## src/rtl/interval_timer.sv

```systemverilog
// ----------------------------------------------------------------------------
// interval_timer
//
// Reader/consumer side of the interval-parameter store. A start request
// latches an interval selector onto the store address. The timer then waits
// out the store's one-cycle registered read and captures the returned
// duration. It counts that duration down on 1 Hz ticks and pulses `expired`
// to the traffic FSM when the count reaches zero.
//
// Store handshake: the store has no valid/ready pair. The address is held
// stable while in REQ. The store registers its output on every edge where
// prg_sync_in is low and freezes it while prg_sync_in is high. The timer
// therefore leaves REQ only on an edge with prg_sync_in low. It samples
// time_value two edges later, in LOAD.
//
// Ports:
//   clk              in   system clock, rising edge
//   sys_reset_n      in   asynchronous active-low reset
//   start_timer      in   one-cycle start/restart request
//   interval_sel     in   interval selector, sampled only with start_timer
//   one_hz_enable    in   one-cycle tick, once per second
//   prg_sync_in      in   store reprogram strobe (store output stale while high)
//   time_value       in   registered duration returned by the store
//   interval_address out  address driven to the store
//   busy             out  high whenever the timer is not idle
//   expired          out  one-cycle pulse at the end of an interval
//   remaining        out  seconds left in the current interval
// ----------------------------------------------------------------------------
module interval_timer #(
   parameter int TIME_W = 4,
   parameter int ADDR_W = 2
) (
   input  logic              clk,
   input  logic              sys_reset_n,
   input  logic              start_timer,
   input  logic [ADDR_W-1:0] interval_sel,
   input  logic              one_hz_enable,
   input  logic              prg_sync_in,
   input  logic [TIME_W-1:0] time_value,
   output logic [ADDR_W-1:0] interval_address,
   output logic              busy,
   output logic              expired,
   output logic [TIME_W-1:0] remaining
);

   typedef enum logic [2:0] {
      S_IDLE   = 3'd0,
      S_REQ    = 3'd1,
      S_WAIT   = 3'd2,
      S_LOAD   = 3'd3,
      S_COUNT  = 3'd4,
      S_EXPIRE = 3'd5
   } state_t;

   state_t            state;
   state_t            state_nxt;
   logic [ADDR_W-1:0] addr_nxt;
   logic [TIME_W-1:0] rem_nxt;

   always_comb begin
      state_nxt = state;
      addr_nxt  = interval_address;
      rem_nxt   = remaining;
      // A start request wins from every state. It aborts any interval in
      // flight without an expiry pulse, including one whose final tick
      // arrives in the same cycle. remaining is held until the next LOAD.
      if (start_timer) begin
         state_nxt = S_REQ;
         addr_nxt  = interval_sel;
      end else begin
         case (state)
            S_IDLE: state_nxt = S_IDLE;
            S_REQ: begin
               // The store output is frozen during a reprogram, so stay
               // here until it is free to register our address.
               if (!prg_sync_in) state_nxt = S_WAIT;
            end
            S_WAIT: state_nxt = S_LOAD;
            S_LOAD: begin
               rem_nxt   = time_value;
               state_nxt = (time_value == '0) ? S_EXPIRE : S_COUNT;
            end
            S_COUNT: begin
               if (one_hz_enable && (remaining != '0)) begin
                  rem_nxt = remaining - TIME_W'(1);
                  if (remaining == TIME_W'(1)) state_nxt = S_EXPIRE;
               end
            end
            S_EXPIRE: state_nxt = S_IDLE;
            default:  state_nxt = S_IDLE;
         endcase
      end
   end

   // All outputs are registered. busy and expired are decoded from the
   // next state, so they line up with the state register.
   always_ff @(posedge clk or negedge sys_reset_n) begin
      if (!sys_reset_n) begin
         state            <= S_IDLE;
         interval_address <= '0;
         remaining        <= '0;
         busy             <= 1'b0;
         expired          <= 1'b0;
      end else begin
         state            <= state_nxt;
         interval_address <= addr_nxt;
         remaining        <= rem_nxt;
         busy             <= (state_nxt != S_IDLE);
         expired          <= (state_nxt == S_EXPIRE);
      end
   end

endmodule

```

## config.mk

```make
export PLATFORM = sky130hd
export DESIGN_NAME = interval_timer
export DESIGN_NICKNAME = d
export VERILOG_FILES = /design/src/rtl/interval_timer.sv
export SDC_FILE = /design/constraint.sdc
export NUM_CORES = 1
export LEC_CHECK = 0
export BUFFER_PORTS_ARGS = -buffer_cell sky130_fd_sc_hd__buf_2
export CORE_AREA = 2 2 43 45
export CTS_CLUSTER_SIZE = 10
export DETAILED_ROUTE_END_ITERATION = 6
export DIE_AREA = 0 0 45 47
export HOLD_SLACK_MARGIN = 0.03
export PLACE_DENSITY = 0.7
export SYNTH_ARGS = -nofsm -noshare
export SYNTH_HDL_FRONTEND = slang
export SYNTH_SLANG_ARGS = --single-unit
export TNS_END_PERCENT = 20
```

## constraint.sdc

```tcl
create_clock -name clk -period 3 [get_ports clk]
set_input_delay 0.45 -clock clk [delete_from_list [all_inputs] [get_ports clk]]
set_output_delay 0.45 -clock clk [all_outputs]
set_load 0.005 [all_outputs]
```

# Word level (Yosys, flattened, before mapping)
# Cells that the tools add are included.
[classes]
addsub = 1
n_eq_ne = 7
n_mux = 8
bitwise = 1
n_reduce_logical = 6
[ops]
columns = ["op", "n"]
rows = [
  ["$mux W3", 4],
  ["$pmux W3 S4", 1],
  ["$pmux W4 S2", 1],
  ["$eq A3 B2 Y1 const B", 2],
  ["$eq A3 B3 Y1 const B", 2],
  ["$eq A4 B1 Y1 const B", 1],
  ["$logic_not A4 Y1", 1],
  ["$mux W4", 1],
  ["$reduce_bool A4 Y1", 1],
  ["$sub A4 B1 Y4 const B", 1],
  ["$eq A3 B1 Y1 const B", 1],
  ["$reduce_and A3 Y1", 1],
  ["$reduce_bool A3 Y1", 1],
  ["$ne A2 B2 Y1 const B", 1],
  ["$reduce_bool A2 Y1", 1],
  ["$logic_and A1 B1 Y1", 1],
  ["$mux W1", 1],
  ["$not A1 Y1", 1],
]
[word_totals]
reg_bits = 11
in_bits = 11
out_inout_bits = 8

# Logic depth before layout (Yosys ltp)
[logic_depth]
depth_word = 6
mapped_depth = 5
depth_no_buf = 5

# Worst setup path after synthesis
# No wires, ideal clock.
[synth_path]
kind = "register -> register"
start = "reg remaining[0]"
end = "reg remaining[1]"
setup_ns = 0.132
arrival_ns = 1.300
required_ns = 2.868
path_slack_ns = 1.568
path_stages_with_launch = 6
n_path_buf = 0
path_cell_list = "dfrtp_1 inv_1 ha_1 nor3b_1 nand4b_1 o211ai_2"
[synth_via]
elab_chain_len = 4
elab_cells_between_ends = 7
classes_between = "add/sub: 1; eq/ne: 1; mux: 2; reduce/logical: 3"
[synth_rtl]
columns = ["item", "line_no", "source"]
rows = [
  ["start: declaration", "43", "output logic [TIME_W-1:0] remaining"],
  ["start signal: assignment", "107", "remaining <= rem_nxt;"],
  ["branches (longest 4 deep; another with $sub A4 B1 Y4)", "n/a", ""],
]
# Several ways; the timed one is not identified. The select of a mux whose other input is x is not followed.
# A chain may end at the register's enable or synchronous reset.

# Final worst setup path
[layout_path]
start = "reg remaining[1]"
end = "reg remaining[1]"
# Same word-level chain as after synthesis.

==> flow_metrics.py <==
metrics = {
    "status": {
        "status": "finished, final reports clean",
    },
    "grt": {
        "first_global_vias": 579,
        "grt_pass1_wl_mm": 2.72,
        "grt_usage_pct": 17.8,
        "overflow": 0,
        "antenna_found_initial": 0,
        "grt_max_degree": 13,
    },
    "synthesis": {
        "yosys_warnings": 0,
        "synth-seq-cells": 11,
        "mappedNetlistArea_um2": 751,
        "synth-main-ff-cell": "dfrtp_1",
        "synth_top_family_by_area": "simple AND/OR/NAND/NOR gates",
        "yosys.area_share.simple_pct": 29.0,
        "async_flop_share_pct": 100,
        "synth_top_area_share_pct": 36.7,
        "synth_edf_count": 0,
        "yosysSeqAreaShare_pct": 36.7,
        "muxShareOfSynthArea_pct": 4.33,
        "netlist.top_cell.by_area": "dfrtp_1",
        "syn_inst": 71,
        "synthXorXnorAreaFrac_pct": 0,
        "syn-num-nets": 84,
        "syn_area_per_cell_um2": 10.6,
        "netlist_top_cells_area": "dfrtp_1, a211oi_1, a21o_1, inv_1, ha_1",
        "synth-compound-area-share_pct": 19.7,
        "synthAdderAreaFrac_pct": 3.33,
        "synth_cell_types": 36,
    },
    "power": {
        "p_leak_nw": 0.403,
        "swShare_pct": 32.8,
        "p_comb_share_pct": 26.6,
        "pwr-share-clk_pct": 24.6,
        "ir_drop_v": 0.000321,
        "switchingPower_uw": 136,
        "p_int_uw": 279,
        "power.density_mw_per_mm2": 482,
        "seq_power_share_pct": 48.8,
        "power_uw": 415,
    },
    "worst_setup_path": {
        "cp.arrival_ns": 1.78,
        "slowest_delay_ns": 0.47,
        "path_delay_family": "simple AND/OR/NAND/NOR gates",
        "path_buf_inv": 1,
        "worstPathRequired_ns": 3.15,
        "end_kind": "register",
        "cp-start-kind": "register",
        "path_max_fanout": 5,
        "cp_slowest_cell": "nor3b_1",
        "cp_cell_sequence": "inv_1 > ha_1 > nor3b_1 > nand4b_1 > o211ai_2",
        "crit_type": "reg -> reg",
    },
    "cts": {
        "cts_setup_buffers": 0,
        "cts_buffers": 3,
        "clkSinkCount": 11,
        "htreeDepth": 1,
        "cts_resized": 0,
        "cts_buffer_depth": 2,
        "clkSlewWorstSetupHoldPaths_ns": 0.07,
        "cts_tree": "built",
        "clk_latency_ns": 0.27,
        "cts_root_buf": "clkbuf_4",
        "cts-hold-fix-buffers": 0,
    },
    "placed_design": {
        "numPortBuffers": 18,
        "place_inst": 102,
        "gp_congestion": 0.850,
        "post-dp-hpwl_mm": 1.24,
    },
    "drt": {
        "first_iter_violations": 7,
        "dr.pass1.iters": 4,
        "wl_met2_um": 783,
        "wirelength_mm": 1.64,
        "avgRoutedWirePerCell_um": 15.5,
        "vias": 632,
        "drc": 0,
        "dr_wl_met3_um": 99,
        "dr.max_layer_used": "met3",
        "wl_met1_um": 756,
        "via_per_inst": 5.96,
        "antenna_left": 0,
    },
    "timing": {
        "tightest_slew_ns": 0.525,
        "fin_crit_ns": 1.63,
        "rsz0062_at_grt": "false",
        "setup_tns_ns": 0,
        "slew_headroom_pct": 64.9,
        "fin_crit_sh_pct": 54.3,
        "worst_clock_skew_ns": 0.00323,
        "setup_viol_count_final": 0,
        "hold_violations": 0,
        "slew_violations": 0,
        "fmaxAchievable_mhz": 614,
    },
    "final_layout": {
        "nets": 103,
        "final_core_util_pct": 52.2,
        "regArea_um2": 275,
        "area_growth_pct": 14.8,
        "n_antenna_cell": 0,
        "fillCellCount": 157,
        "multiInputGateArea_um2": 423,
        "fin_cells": 106,
        "layout-drive-gt1-share_pct": 33.7,
    },
    "floorplanning": {
        "fp.dieH_um": 47,
        "rows": 15,
        "start_util_pct": 45.5,
        "fp.dieW_um": 45,
        "core_area_mm2": 0.00165,
        "dieArea_mm2": 0.00212,
        "boundaryPins": 19,
    },
    "job": {
        "drv_cap": 0,
    },
    "worst_hold_path": {
        "hold_path.class": "in -> async",
    },
}
-- layout by cell type, fill, tap and decap left out, types with 2 or more instances in the layout --
| master | instances |
|---|---|
| buf_2 | 18 |
| dfrtp_1 | 11 |
| inv_1 | 7 |
| a211oi_1 | 4 |
| a21o_1 | 4 |
| clkbuf_4 | 3 |
| nand2b_1 | 2 |
| or3b_1 | 2 |
| nand3b_1 | 2 |
| nand4b_1 | 2 |
| nor4b_1 | 2 |
| nor2_1 | 2 |
| o2bb2ai_1 | 2 |
| or3b_4 | 2 |
| mux2_2 | 2 |
| a22oi_1 | 2 |
| ha_1 | 2 |
-- synth_stat cells (2+ instances only) --
| cell type | instances |
|---|---|
| dfrtp_1 | 11 |
| inv_1 | 7 |
| a211oi_1 | 4 |
| a21o_1 | 4 |
| buf_2 | 3 |
| a22oi_1 | 2 |
| ha_1 | 2 |
| mux2_2 | 2 |
| nand2b_1 | 2 |
| nand3b_1 | 2 |
| nand4b_1 | 2 |
| nor2_1 | 2 |
| nor4b_1 | 2 |
| o2bb2ai_1 | 2 |
| or3b_1 | 2 |
| or3b_4 | 2 |
-- cell families after synthesis --
kind of cell,after synthesis
simple gates,25
mux,3
compound gates,19
flops,11
buf+inv,11
fa+ha+maj,2
-- through the flow --
step           hold WS, ns  worst slack, ns  cell area (um^2)
2_1_floorplan        0.154             1.57               751
3_3_place_gp         0.342             1.37               836
4_1_cts             0.0489             1.39               862
6_report            0.0354             1.37               862
3_5_place_dp         0.340             1.40               836
5_1_grt             0.0464             1.17               862
-- state kept, by name, summed over array words and instances (netlist names) --
register and cells:
busy 1, expired 1, interval_address 2, remaining 4
state 3
-- per-layer routing --
layer  up-vias  track usage, %
li1        307               -
met1       302            25.4
met2        23            27.4
met3         0            5.77
met4         0            1.76
met5         -               0
-- layout make-up --
class	instances	share of cell area (%)
Timing Repair Buffer	18	10.4
Inverter	7	3.05
Multi-Input combinational cell	49	49.1
Clock buffer	4	3.05
Tap cell	17	2.47
Sequential cell	11	31.9
-- worst paths after layout --
kind | startpoint | endpoint | slack (ns) | cells after the start
min reg2reg | interval_address[0] | interval_address[0] | 0.51 | 1
max | remaining[1] | remaining[1] | 1.37 | 5
min in group clk | interval_sel[0] | interval_address[0] | 0.41 | 2
min | sys_reset_n | remaining[1] | 0.04 | 1
max in group asynchronous | sys_reset_n | remaining[0] | 2.76 | 1
max reg2reg | remaining[1] | remaining[1] | 1.37 | 5
-- power by group through the flow --
stage / Combinational, mW / Clock [mW] / Sequential, mW
finish: 0.111 / 0.102 / 0.203
global route: 0.122 / 0.113 / 0.208
CTS: 0.111 / 0.104 / 0.202
detailed placement: 0.110 / 0 / 0.205
global placement: 0.109 / 0 / 0.204
floorplan: 0.0779 / 0 / 0.193
Power figures use the tool's default switching activity.
